### src/rtl/vga_console_writer.sv
// Character console writer for an 80x60 text RAM: interprets a byte stream
// (printables, LF, CR, BS, FF) into cell writes and maintains the cursor.
module vga_console_writer #(
  parameter logic [7:0] BLANK = 8'h20
) (
  input  logic        clk,
  input  logic        rst,
  input  logic [7:0]  ch_in,
  input  logic        ch_valid,
  output logic        ch_ready,
  output logic        we,
  output logic [12:0] waddr,
  output logic [7:0]  wdata,
  output logic [5:0]  cur_row,
  output logic [6:0]  cur_col
);

  typedef enum logic [1:0] {CLEAR_ALL, IDLE, CLEAR_LINE} state_t;

  localparam logic [12:0] LAST_CELL = 13'd4799;
  localparam logic [6:0]  LAST_COL  = 7'd79;
  localparam logic [5:0]  LAST_ROW  = 6'd59;

  state_t      state_q, state_d;
  logic [12:0] cnt_q, cnt_d;
  logic [5:0]  row_q, row_d;
  logic [6:0]  col_q, col_d;
  logic        we_q, we_d;
  logic [12:0] waddr_q, waddr_d;
  logic [7:0]  wdata_q, wdata_d;
  logic        adv_row;

  // row*80 + col as row*64 + row*16 + col
  function automatic logic [12:0] cell_addr(input logic [5:0] row, input logic [6:0] col);
    return {1'b0, row, 6'b0} + {3'b0, row, 4'b0} + {6'b0, col};
  endfunction

  always_comb begin
    state_d  = state_q;
    cnt_d    = cnt_q;
    row_d    = row_q;
    col_d    = col_q;
    we_d     = 1'b0;
    waddr_d  = waddr_q;
    wdata_d  = wdata_q;
    adv_row  = 1'b0;
    ch_ready = (state_q == IDLE);

    case (state_q)
      CLEAR_ALL: begin
        we_d    = 1'b1;
        waddr_d = cnt_q;
        wdata_d = BLANK;
        if (cnt_q == LAST_CELL) begin
          cnt_d   = '0;
          state_d = IDLE;
        end else begin
          cnt_d = cnt_q + 13'd1;
        end
      end

      CLEAR_LINE: begin
        we_d    = 1'b1;
        waddr_d = cell_addr(row_q, cnt_q[6:0]);
        wdata_d = BLANK;
        if (cnt_q[6:0] == LAST_COL) begin
          cnt_d   = '0;
          state_d = IDLE;
        end else begin
          cnt_d = cnt_q + 13'd1;
        end
      end

      IDLE: begin
        if (ch_valid) begin
          if (ch_in >= 8'h20 && ch_in <= 8'h7E) begin
            we_d    = 1'b1;
            waddr_d = cell_addr(row_q, col_q);
            wdata_d = ch_in;
            if (col_q == LAST_COL) begin
              col_d   = '0;
              adv_row = 1'b1;
            end else begin
              col_d = col_q + 7'd1;
            end
          end else begin
            case (ch_in)
              8'h0A: begin
                col_d   = '0;
                adv_row = 1'b1;
              end
              8'h0D: col_d = '0;
              8'h08: begin
                if (col_q != 7'd0) begin
                  col_d   = col_q - 7'd1;
                  we_d    = 1'b1;
                  waddr_d = cell_addr(row_q, col_q - 7'd1);
                  wdata_d = BLANK;
                end
              end
              8'h0C: begin
                state_d = CLEAR_ALL;
                cnt_d   = '0;
                row_d   = '0;
                col_d   = '0;
              end
              default: ;
            endcase
          end
        end
      end

      default: begin
        state_d = CLEAR_ALL;
        cnt_d   = '0;
      end
    endcase

    // Wrapping off the bottom row scrolls nothing; it blanks row 0 for reuse.
    if (adv_row) begin
      if (row_q == LAST_ROW) begin
        row_d   = '0;
        state_d = CLEAR_LINE;
        cnt_d   = '0;
      end else begin
        row_d = row_q + 6'd1;
      end
    end
  end

  always_ff @(posedge clk) begin
    if (rst) begin
      state_q <= CLEAR_ALL;
      cnt_q   <= '0;
      row_q   <= '0;
      col_q   <= '0;
      we_q    <= 1'b0;
      waddr_q <= '0;
      wdata_q <= BLANK;
    end else begin
      state_q <= state_d;
      cnt_q   <= cnt_d;
      row_q   <= row_d;
      col_q   <= col_d;
      we_q    <= we_d;
      waddr_q <= waddr_d;
      wdata_q <= wdata_d;
    end
  end

  assign we      = we_q;
  assign waddr   = waddr_q;
  assign wdata   = wdata_q;
  assign cur_row = row_q;
  assign cur_col = col_q;

endmodule

### config.mk
export PLATFORM = sky130hd
export DESIGN_NAME = vga_console_writer
export DESIGN_NICKNAME = d
export VERILOG_FILES = /design/src/rtl/vga_console_writer.sv
export SDC_FILE = /design/constraint.sdc
export NUM_CORES = 1
export LEC_CHECK = 0
export ABC_AREA = 1
export BUFFER_PORTS_ARGS = -buffer_cell sky130_fd_sc_hd__buf_2
export CAP_MARGIN = 0
export CORE_MARGIN = 2
export CORE_UTILIZATION = 40
export DETAILED_ROUTE_END_ITERATION = 16
export PLACE_DENSITY = 0.67
export REMOVE_ABC_BUFFERS = 1
export SLEW_MARGIN = 10
export SYNTH_ARGS = -nofsm -noshare
export SYNTH_HDL_FRONTEND = slang
export SYNTH_SLANG_ARGS = --single-unit
### constraint.sdc
create_clock -name clk -period 5.4 [get_ports clk]
set_input_delay 0.54 -clock clk [delete_from_list [all_inputs] [get_ports clk]]
set_output_delay 0.54 -clock clk [all_outputs]
set_load 0.02 [all_outputs]
==> summary.txt, run 1 <==
Logic synthesis
  – Library cells used by synthesis: 43
  – Share of the synthesized area in the top cell type: between 20% and 30%
  – Register area share after synthesis: around a quarter
  – Mapped Cells: just under 600
  – Largest cells by area after synthesis: dfxtp_1 (26%), nand2_1 (14%), inv_1 (8.0%), nor2_1 (8.0%), nand3_1 (6.2%)
  – Ys Warns: 0
  – Cell taking the most area after synthesis: dfxtp_1
  – Syn Area/Cell: ~6.4 um2
  – Synth Cell Area: 0.00382 mm2
  – Synth Register Bits: 50

Worst setup path
  – CP Cell Sequence: inv_1 > ha_1 > o21ai_0 > inv_1 > ha_1 > inv_1 > fa_1 > inv_1 > a21oi_1 > nor2_1 > nand3_1 > nor2_1 > nor2_1 > a21oi_1 > nor2_1
  – CP max stage cell: ha_1
  – Setup Crit Path Kind: register to register
  – Worst-path fanout max: 27
  – CP arrival: approximately 3.3 ns
  – Worst path top cell family by delay: adder cells
  – Reg-to-Reg Start: state_q[1]
  – Crit path launch type: register
  – Reg2reg end: waddr[10]
  – Crit path largest cell delay: ~0.87 ns
  – Crit. End Element: register
  – Reg2reg setup slack: ~2.3 ns
  – FF-to-FF path depth: 15
  – Critical path buffers and inverters: 4
  – Required @ worst endpoint: ~5.6 ns

Cells and area
  – Layout cells sized above 1: between 10% and 20%
  – Most frequent cells in the layout: nand2_1 (147), inv_1 (81), nor2_1 (81)
  – Ant diodes: 0
  – Final net count: about 660
  – Final instance area: ~0.0042 mm2
  – Area growth, synth to finish: 9.14%
  – Commonest non-fill, non-tap cell in the layout: nand2_1

Worst hold path
  – Hold path endpoint: wdata[7]
  – Hold Path Cell Cnt: 2
  – Worst Min Path Start: wdata[7]
  – Hold Crit Class: register to register

Clock tree
  – # clock sinks: 50
  – Clk Tree Root Cell: clkbuf_8
  – TritonCTS clock tree: yes
  – Resize count post-CTS: 0
  – Clk buf depth: 2
  – H-tree depth: 2
  – Post-CTS setup buffers: 0
  – CTS clk-pin slew, worst paths: about 0.10 ns
  – Clock Latency Late Sink: roughly 0.3 ns
  – Hold buffers post-CTS: 0
  – Num CTS Buffers: 5

Pwr
  – Static leakage: 1.89 nW
  – PD cells: about 160 mW/mm2
  – Worst ir drop on vdd: 0.101 mV

Global route
  – Antenna violations before repair: 0
  – GRT overflow: 0
  – Vias in the first global route: around 3700
  – Largest net degree at the start of global routing: 32
  – Tot GR Track Use: 20.0%
  – First-pass GRT wire length: between 15000 and 20000 um

STA
  – Final Cycle Share: between 50 and 60%
  – FMAX: approximately 0.32 GHz
  – Final Hold Fails: 0
  – Rel. slew slack: around 28%
  – Min Tclk post-route: between 3 and 4 ns
  – Setup violators final: 0
  – Final setup TNS: 0 ns
  – Max Slew Vio Count: 0
  – Worst-Margin Slew: roughly 1.1 ns
  – Unrepaired setup endpoints after global routing: no
  – Final setup skew: 0.00693 ns

Floorplan
  – Initial core utilization: slightly above 40%
  – Core Region: around 0.0092 mm2
  – Die Area: slightly above 0.01 mm2
  – Die Span X: ~100 um
  – Die H: 102 um
  – Site Rows: 35
  – I/O Pins: 47

Detailed routing
  – Total number of vias: about 3800
  – Antenna Nets Post-Route: 0
  – Vias per cell: ~5.0
  – DR WL/cell: about 13 um
  – First drt pass iteration count: 5
  – Wirelength, routed: slightly below 10000 um
  – Initial DRC count: 190
  – DRC viols: 0

Placed design
  – DP Area: around 0.0041 mm2
  – Dpl hpwl: 7310 um
  – Placer Congestion: just under 0.9
  – Buffers added on ports: 46

Run status
  – Status: finished clean

Flow run
  – Max Cap Viol: 0
kinds of logic (layout without fill, tap and decap cells):
family / count (synthesis) / count (layout) / synth area share, %
simple gates: 347 / 347 / 43.2
buf+inv: 103 / 140 / 12.0
compound gates: 69 / 69 / 11.0
flops: 50 / 50 / 26.2
fa+ha+maj: 17 / 17 / 5.96
xor+xnor: 7 / 7 / 1.60
per-layer routing:
layer  vias up  part of all wire [%]  GRT usage [%]
met3        12                   5.4           2.76
met2        93                    45           33.1
met1      1722                    48           27.2
met5         -                     0              0
li1       1976                     -              -
met4         0                   1.4           5.41
stage by stage:
stage          hold slack, ns  setup slack [ns]  instances  utilization, %  total power (W)
6_report                0.466              2.27        759            45.1         0.000663
5_1_grt                 0.489              1.83        759            45.1         0.000697
4_1_cts                 0.464              2.28        759            45.1         0.000669
3_5_place_dp            0.447              2.23        751            44.1         0.000435
3_3_place_gp            0.446              2.32        751            44.1         0.000434
2_1_floorplan           0.474              2.61        576               -         0.000415
synth_stat cells, drive strengths merged:
cell type    n
a211oi       1
a21oi       28
a22oi        1
a31oi        1
buf         15
clkbuf       2
clkinv       1
dfxtp       50
fa           2
ha          15
inv         85
nand2      163
nand3       55
nand3b       2
nand4       26
nor2        90
nor3         8
nor3b        2
o211ai       3
o21ai       30
o22ai        5
or2          1
xnor2        1
xor2         6
worst max-delay path by stage:
stage	start	to	slack (ns)	cells after the start
3_5_place_dp	ch_in[7]	waddr[10]	2.23	19
5_1_grt	state_q[1]	waddr[12]	1.83	16
4_1_cts	state_q[1]	waddr[10]	2.28	15
6_report	state_q[1]	waddr[10]	2.27	15
2_1_floorplan	state_q[1]	waddr[10]	2.61	15
3_3_place_gp	ch_in[7]	waddr[10]	2.32	19
worst min-delay path, stage by stage (launching register included):
cell     delay (ns)
dfxtp_1        0.33
nand3_1        0.07
inv_1          0.04
flip-flops by register name, summed over array words and instances, names as in the netlist:
name,flops
cnt_q,13
cur_col,7
cur_row,6
state_q,2
waddr,13
wdata,8
we,1
power breakdown:
| part | switching (W) | total (W) | internal (W) |
|---|---|---|---|
| logic | 0.0000365 | 0.0000517 | 0.0000152 |
| registers | 0.00000270 | 0.000375 | 0.000372 |
| clock network | 0.000133 | 0.000236 | 0.000103 |
final cells by class:
type	count	area, um2
Tap cell	129	161
Clock inverter	2	12.5
Multi-Input combinational cell	440	2360
Fill cell	1010	5070
Clock buffer	6	82.6
Inverter	86	323
Sequential cell	50	1000
Timing Repair Buffer	46	230
Power figures use the tool's default switching activity.
==> inputs of run 2 (changes only) <==
--- a/config.mk
+++ b/config.mk
@@ -5,7 +5,7 @@
 export SDC_FILE = /design/constraint.sdc
 export NUM_CORES = 1
 export LEC_CHECK = 0
-export ABC_AREA = 1
+export ABC_AREA = 0
 export BUFFER_PORTS_ARGS = -buffer_cell sky130_fd_sc_hd__buf_2
 export CAP_MARGIN = 0
 export CORE_MARGIN = 2
==> constraint.sdc (replaced) <==
create_clock -name clk -period 3.1 [get_ports clk]
set_input_delay 0.31 -clock clk [delete_from_list [all_inputs] [get_ports clk]]
set_output_delay 0.31 -clock clk [all_outputs]
set_load 0.02 [all_outputs]
==> summary.txt, run 2 <==
STA
  – FMAX: 0.339 GHz (was 0.320 GHz)
  – Max Slew Vio Count: 0 (unchanged)
  – Min Tclk post-route: 2.95 ns (was 3.13 ns)
  – Final setup skew: 0.00598 ns (was 0.00693 ns)
  – Rel. slew slack: 59.6% (was 28.0%)
  – Setup violators final: 0 (unchanged)
  – Unrepaired setup endpoints after global routing: yes (was no)
  – Worst-Margin Slew: 0.607 ns (was 1.08 ns)
  – Final setup TNS: 0 ns (unchanged)
  – Final Hold Fails: 0 (unchanged)
  – Final Cycle Share: 95.2% (was 57.9%)

Logic synthesis
  – Register area share after synthesis: 30.1% (was 26.2%)
  – Synth Register Bits: 50 (unchanged)
  – Synth Area in Simple Gates: 24.3% (was 43.2%)
  – Share of the synthesized area in the top cell type: 30.1% (was 26.2%)
  – Post-Synth Adder-Cell Area: 6.85% (was 5.96%)
  – Dominant synthesized flop cell: dfxtp_1 (unchanged)
  – Mapped Cells: 421 (was 593)
  – Compound-Gate Fraction of Synth Area: 26.7% (was 11.0%)
  – Cell taking the most area after synthesis: dfxtp_1 (unchanged)
  – Largest cells by area after synthesis: dfxtp_1 (30%), ha_1 (5.6%), nor2_1 (5.3%), a21oi_1 (4.2%), nand2_1 (4.0%) (was dfxtp_1 (26%), nand2_1 (14%), inv_1 (8.0%), nor2_1 (8.0%), nand3_1 (6.2%))
  – Ys Warns: 0 (unchanged)
  – Library cells used by synthesis: 71 (was 43)
  – Commonest cells post-synth: dfxtp_1 (50), nor2_1 (47), nand2_1 (35) (was nand2_1 (147), inv_1 (81), nor2_1 (81))
  – Most instantiated library cell after synthesis: dfxtp_1 (was nand2_1)
  – FFs w/ async S/R, synth: 0% (unchanged)
  – Syn Area/Cell: 7.90 um2 (was 6.44 um2)
  – EDFF count, synth: 0 (unchanged)
  – Post-synthesis mux area share: 0% (unchanged)
  – Synth Cell Area: 0.00332 mm2 (was 0.00382 mm2)
  – Xor/xnor cell area share of the yosys netlist: 5.80% (was 1.60%)
  – Largest family of logic cells by synthesized area: compound AO/OA/AOI/OAI gates (was simple AND/OR/NAND/NOR gates)

Detailed routing
  – First drt pass iteration count: 4 (was 5)
  – DR WL/cell: 15.8 um (was 12.7 um)
  – Wirelength, routed: 9160 um (was 9620 um)
  – Initial DRC count: 199 (was 190)
  – Vias per cell: 5.77 (was 5.01)
  – Antenna Nets Post-Route: 0 (unchanged)
  – Total number of vias: 3340 (was 3803)
  – DRC viols: 0 (unchanged)

Clock tree
  – TritonCTS clock tree: yes (unchanged)
  – Clk buf depth: 2 (unchanged)
  – H-tree depth: 2 (unchanged)
  – CTS clk-pin slew, worst paths: 0.09 ns (was 0.10 ns)
  – Clock Latency Late Sink: 0.31 ns (was 0.30 ns)
  – Clk Tree Root Cell: clkbuf_8 (unchanged)
  – # clock sinks: 50 (unchanged)
  – Num CTS Buffers: 5 (unchanged)

Global route
  – GR Layer Usage met1: 29.2% (was 27.2%)
  – Largest net degree at the start of global routing: 29 (was 32)
  – Met2 Use GR: 31.5% (was 33.1%)
  – GR met3 Demand/Resource: 2.92% (was 2.76%)
  – Most Used Layer, Global Route: met2 (unchanged)
  – First-pass GRT wire length: 14700 um (was 16900 um)
  – GRT overflow: 0 (unchanged)
  – Tot GR Track Use: 20.6% (was 20.0%)
  – Antenna violations before repair: 0 (unchanged)
  – Vias in the first global route: 3009 (was 3676)

Worst setup path
  – CP Cell Sequence: or3_4 > or3_4 > nor2_4 > xnor2_1 > a21oi_2 > inv_1 > fa_2 > nor2b_2 > o21ai_2 > nor4b_2 > buf_4 > xor2_1 > a221oi_1 > nor3_1 (was inv_1 > ha_1 > o21ai_0 > inv_1 > ha_1 > inv_1 > fa_1 > inv_1 > a21oi_1 > nor2_1 > nand3_1 > nor2_1 > nor2_1 > a21oi_1 > nor2_1)
  – Worst-path fanout max: 2 (was 27)
  – CP arrival: 3.13 ns (was 3.34 ns)
  – Crit path largest cell delay: 0.39 ns (was 0.87 ns)
  – Critical path buffers and inverters: 2 (was 4)
  – Crit path launch type: register (unchanged)
  – Crit. End Element: register (unchanged)
  – CP max stage cell: or3_4 (was ha_1)
  – Required @ worst endpoint: 3.28 ns (was 5.61 ns)
  – Setup Crit Path Kind: register to register (unchanged)
  – CP dominant cell by count: or3_4
  – Worst path top cell family by delay: simple AND/OR/NAND/NOR gates (was adder cells)

Cells and area
  – Most frequent cells in the layout: dfxtp_1 (48), nor2_1 (46), buf_2 (46) (was nand2_1 (147), inv_1 (81), nor2_1 (81))
  – Ant diodes: 0 (unchanged)
  – Fill count: 819 (was 1010)
  – Final instance area: 0.00395 mm2 (was 0.00417 mm2)
  – Area growth, synth to finish: 18.9% (was 9.14%)
  – Final net count: 502 (was 657)
  – Layout cells sized above 1: 24.1% (was 17.3%)
  – Commonest non-fill, non-tap cell in the layout: dfxtp_1 (was nand2_1)

Placed design
  – DP Area: 0.00377 mm2 (was 0.00408 mm2)
  – Placer Congestion: 0.889 (was 0.893)
  – Dpl hpwl: 6670 um (was 7310 um)
  – Buffers added on ports: 46 (unchanged)

Pwr
  – Sw Share: 24.2% (was 26.0%)
  – Clk pwr share: 38.2% (was 35.7%)
  – Psw: 0.000295 W (was 0.000172 W)
  – Total Power: 0.00122 W (was 0.000663 W)
  – Sequential share of power: 53.6% (was 56.5%)
  – Int Pwr: 0.000924 W (was 0.000491 W)
  – Worst ir drop on vdd: 0.149 mV (was 0.101 mV)
  – Combinational power share: 8.2% (was 7.8%)
  – Static leakage: 1.59 nW (was 1.89 nW)
  – PD cells: 308 mW/mm2 (was 159 mW/mm2)

Floorplan
  – I/O Pins: 47 (unchanged)
  – Die Span X: 95.2 um (was 102 um)
  – Die H: 95.2 um (was 102 um)
  – Die Area: 0.00906 mm2 (was 0.0104 mm2)
  – Initial core utilization: 40.9% (was 41.4%)
  – Site Rows: 33 (was 35)
  – Core Region: 0.00813 mm2 (was 0.00924 mm2)

Flow run
  – Max Cap Viol: 0 (unchanged)

Run status
  – Status: finished clean (unchanged)

Worst hold path
  – Hold Crit Class: primary input to register (was register to register)
run 2: cell types whose count changed after synthesis, moves of 7 or more:
| cell | before | now |
|---|---|---|
| nand2_1 | 147 | 35 |
| inv_1 | 81 | 20 |
| nor2_1 | 81 | 47 |
| nand3_1 | 47 | 16 |
| nand4_1 | 24 | 7 |
| clkbuf_1 | 2 | 18 |
| nand2_2 | 15 | 0 |
| xnor2_1 | 1 | 12 |
| a21oi_1 | 18 | 28 |
| a21oi_2 | 9 | 0 |
| a211oi_1 | 1 | 9 |
| nor3_1 | 6 | 14 |
| a311oi_1 | 0 | 7 |
run 2: metrics by stage:
stage / cells / utilization, % / hold WS, ns / setup WS, ns
2_1_floorplan: 392 / - / 0.379 / -0.905
3_3_place_gp: 571 / 46.4 / 0.439 / -0.0741
3_5_place_dp: 571 / 46.4 / 0.445 / -0.108
4_1_cts: 578 / 47.9 / 0.326 / 0.0482
5_1_grt: 579 / 48.6 / 0.350 / -0.0715
6_report: 579 / 48.6 / 0.336 / 0.150
run 2: area by class of cell:
cell class / instances / area, um2 / share of cell area, %
Clock inverter: 2 / 38.8 / 0.981
Inverter: 20 / 75.1 / 1.90
Clock buffer: 5 / 68.8 / 1.74
Tap cell: 105 / 131 / 3.32
Sequential cell: 50 / 1000 / 25.4
Multi-Input combinational cell: 322 / 2180 / 55.2
Timing Repair Buffer: 75 / 455 / 11.5
run 2: power groups by stage:
stage	Combinational [W]	Sequential, W	Clock [W]
finish	0.0000998	0.000654	0.000465
CTS	0.0000971	0.000654	0.000482
detailed placement	0.0000961	0.000669	0
global route	0.000109	0.000655	0.000498
floorplan	0.0000453	0.000671	0
global placement	0.0000955	0.000669	0
run 2: cells by family (layout without fill, tap and decap cells):
family / Yosys count / in the layout
buffers and inverters: 49 / 102
flip-flops: 50 / 50
adder cells (fa/ha/maj): 17 / 17
AND/OR/NAND/NOR: 159 / 159
AO/OA/AOI/OAI: 124 / 124
XOR/XNOR: 22 / 22
run 2: path summary, 6_finish.rpt:
path / start / endpoint / slack (ns) / depth (start not counted)
min reg2reg: wdata[3] / wdata[3] / 0.45 / 2
min: ch_in[0] / wdata[0] / 0.34 / 3
max reg2reg: cur_col[0] / waddr[10] / 0.15 / 14
max: cur_col[0] / waddr[10] / 0.15 / 14
run 2: repair_timing:
item,in CTS,in global routing
setup buffers,0,1
resized for setup,8,13
hold buffers,0,0
endpoints found under the setup margin,2,3
pin swaps,4,7
run 2: metal layers:
metal	part of all wire, %	vias to the layer above	wire (um)
met5	0	-	0
met4	2.4	0	220
met3	5.0	13	458
met2	45	93	4090
met1	48	1583	4380
li1	-	1651	-
run 2: worst register-to-register path, stage by stage, from the launching register on:
cell and delay [ns]:
dfxtp_2 0.34, or3_4 0.39, or3_4 0.35, nor2_4 0.10
xnor2_1 0.09, a21oi_2 0.17, inv_1 0.06, fa_2 0.35
nor2b_2 0.13, o21ai_2 0.07, nor4b_2 0.21, buf_4 0.15
xor2_1 0.05, a221oi_1 0.27, nor3_1 0.07
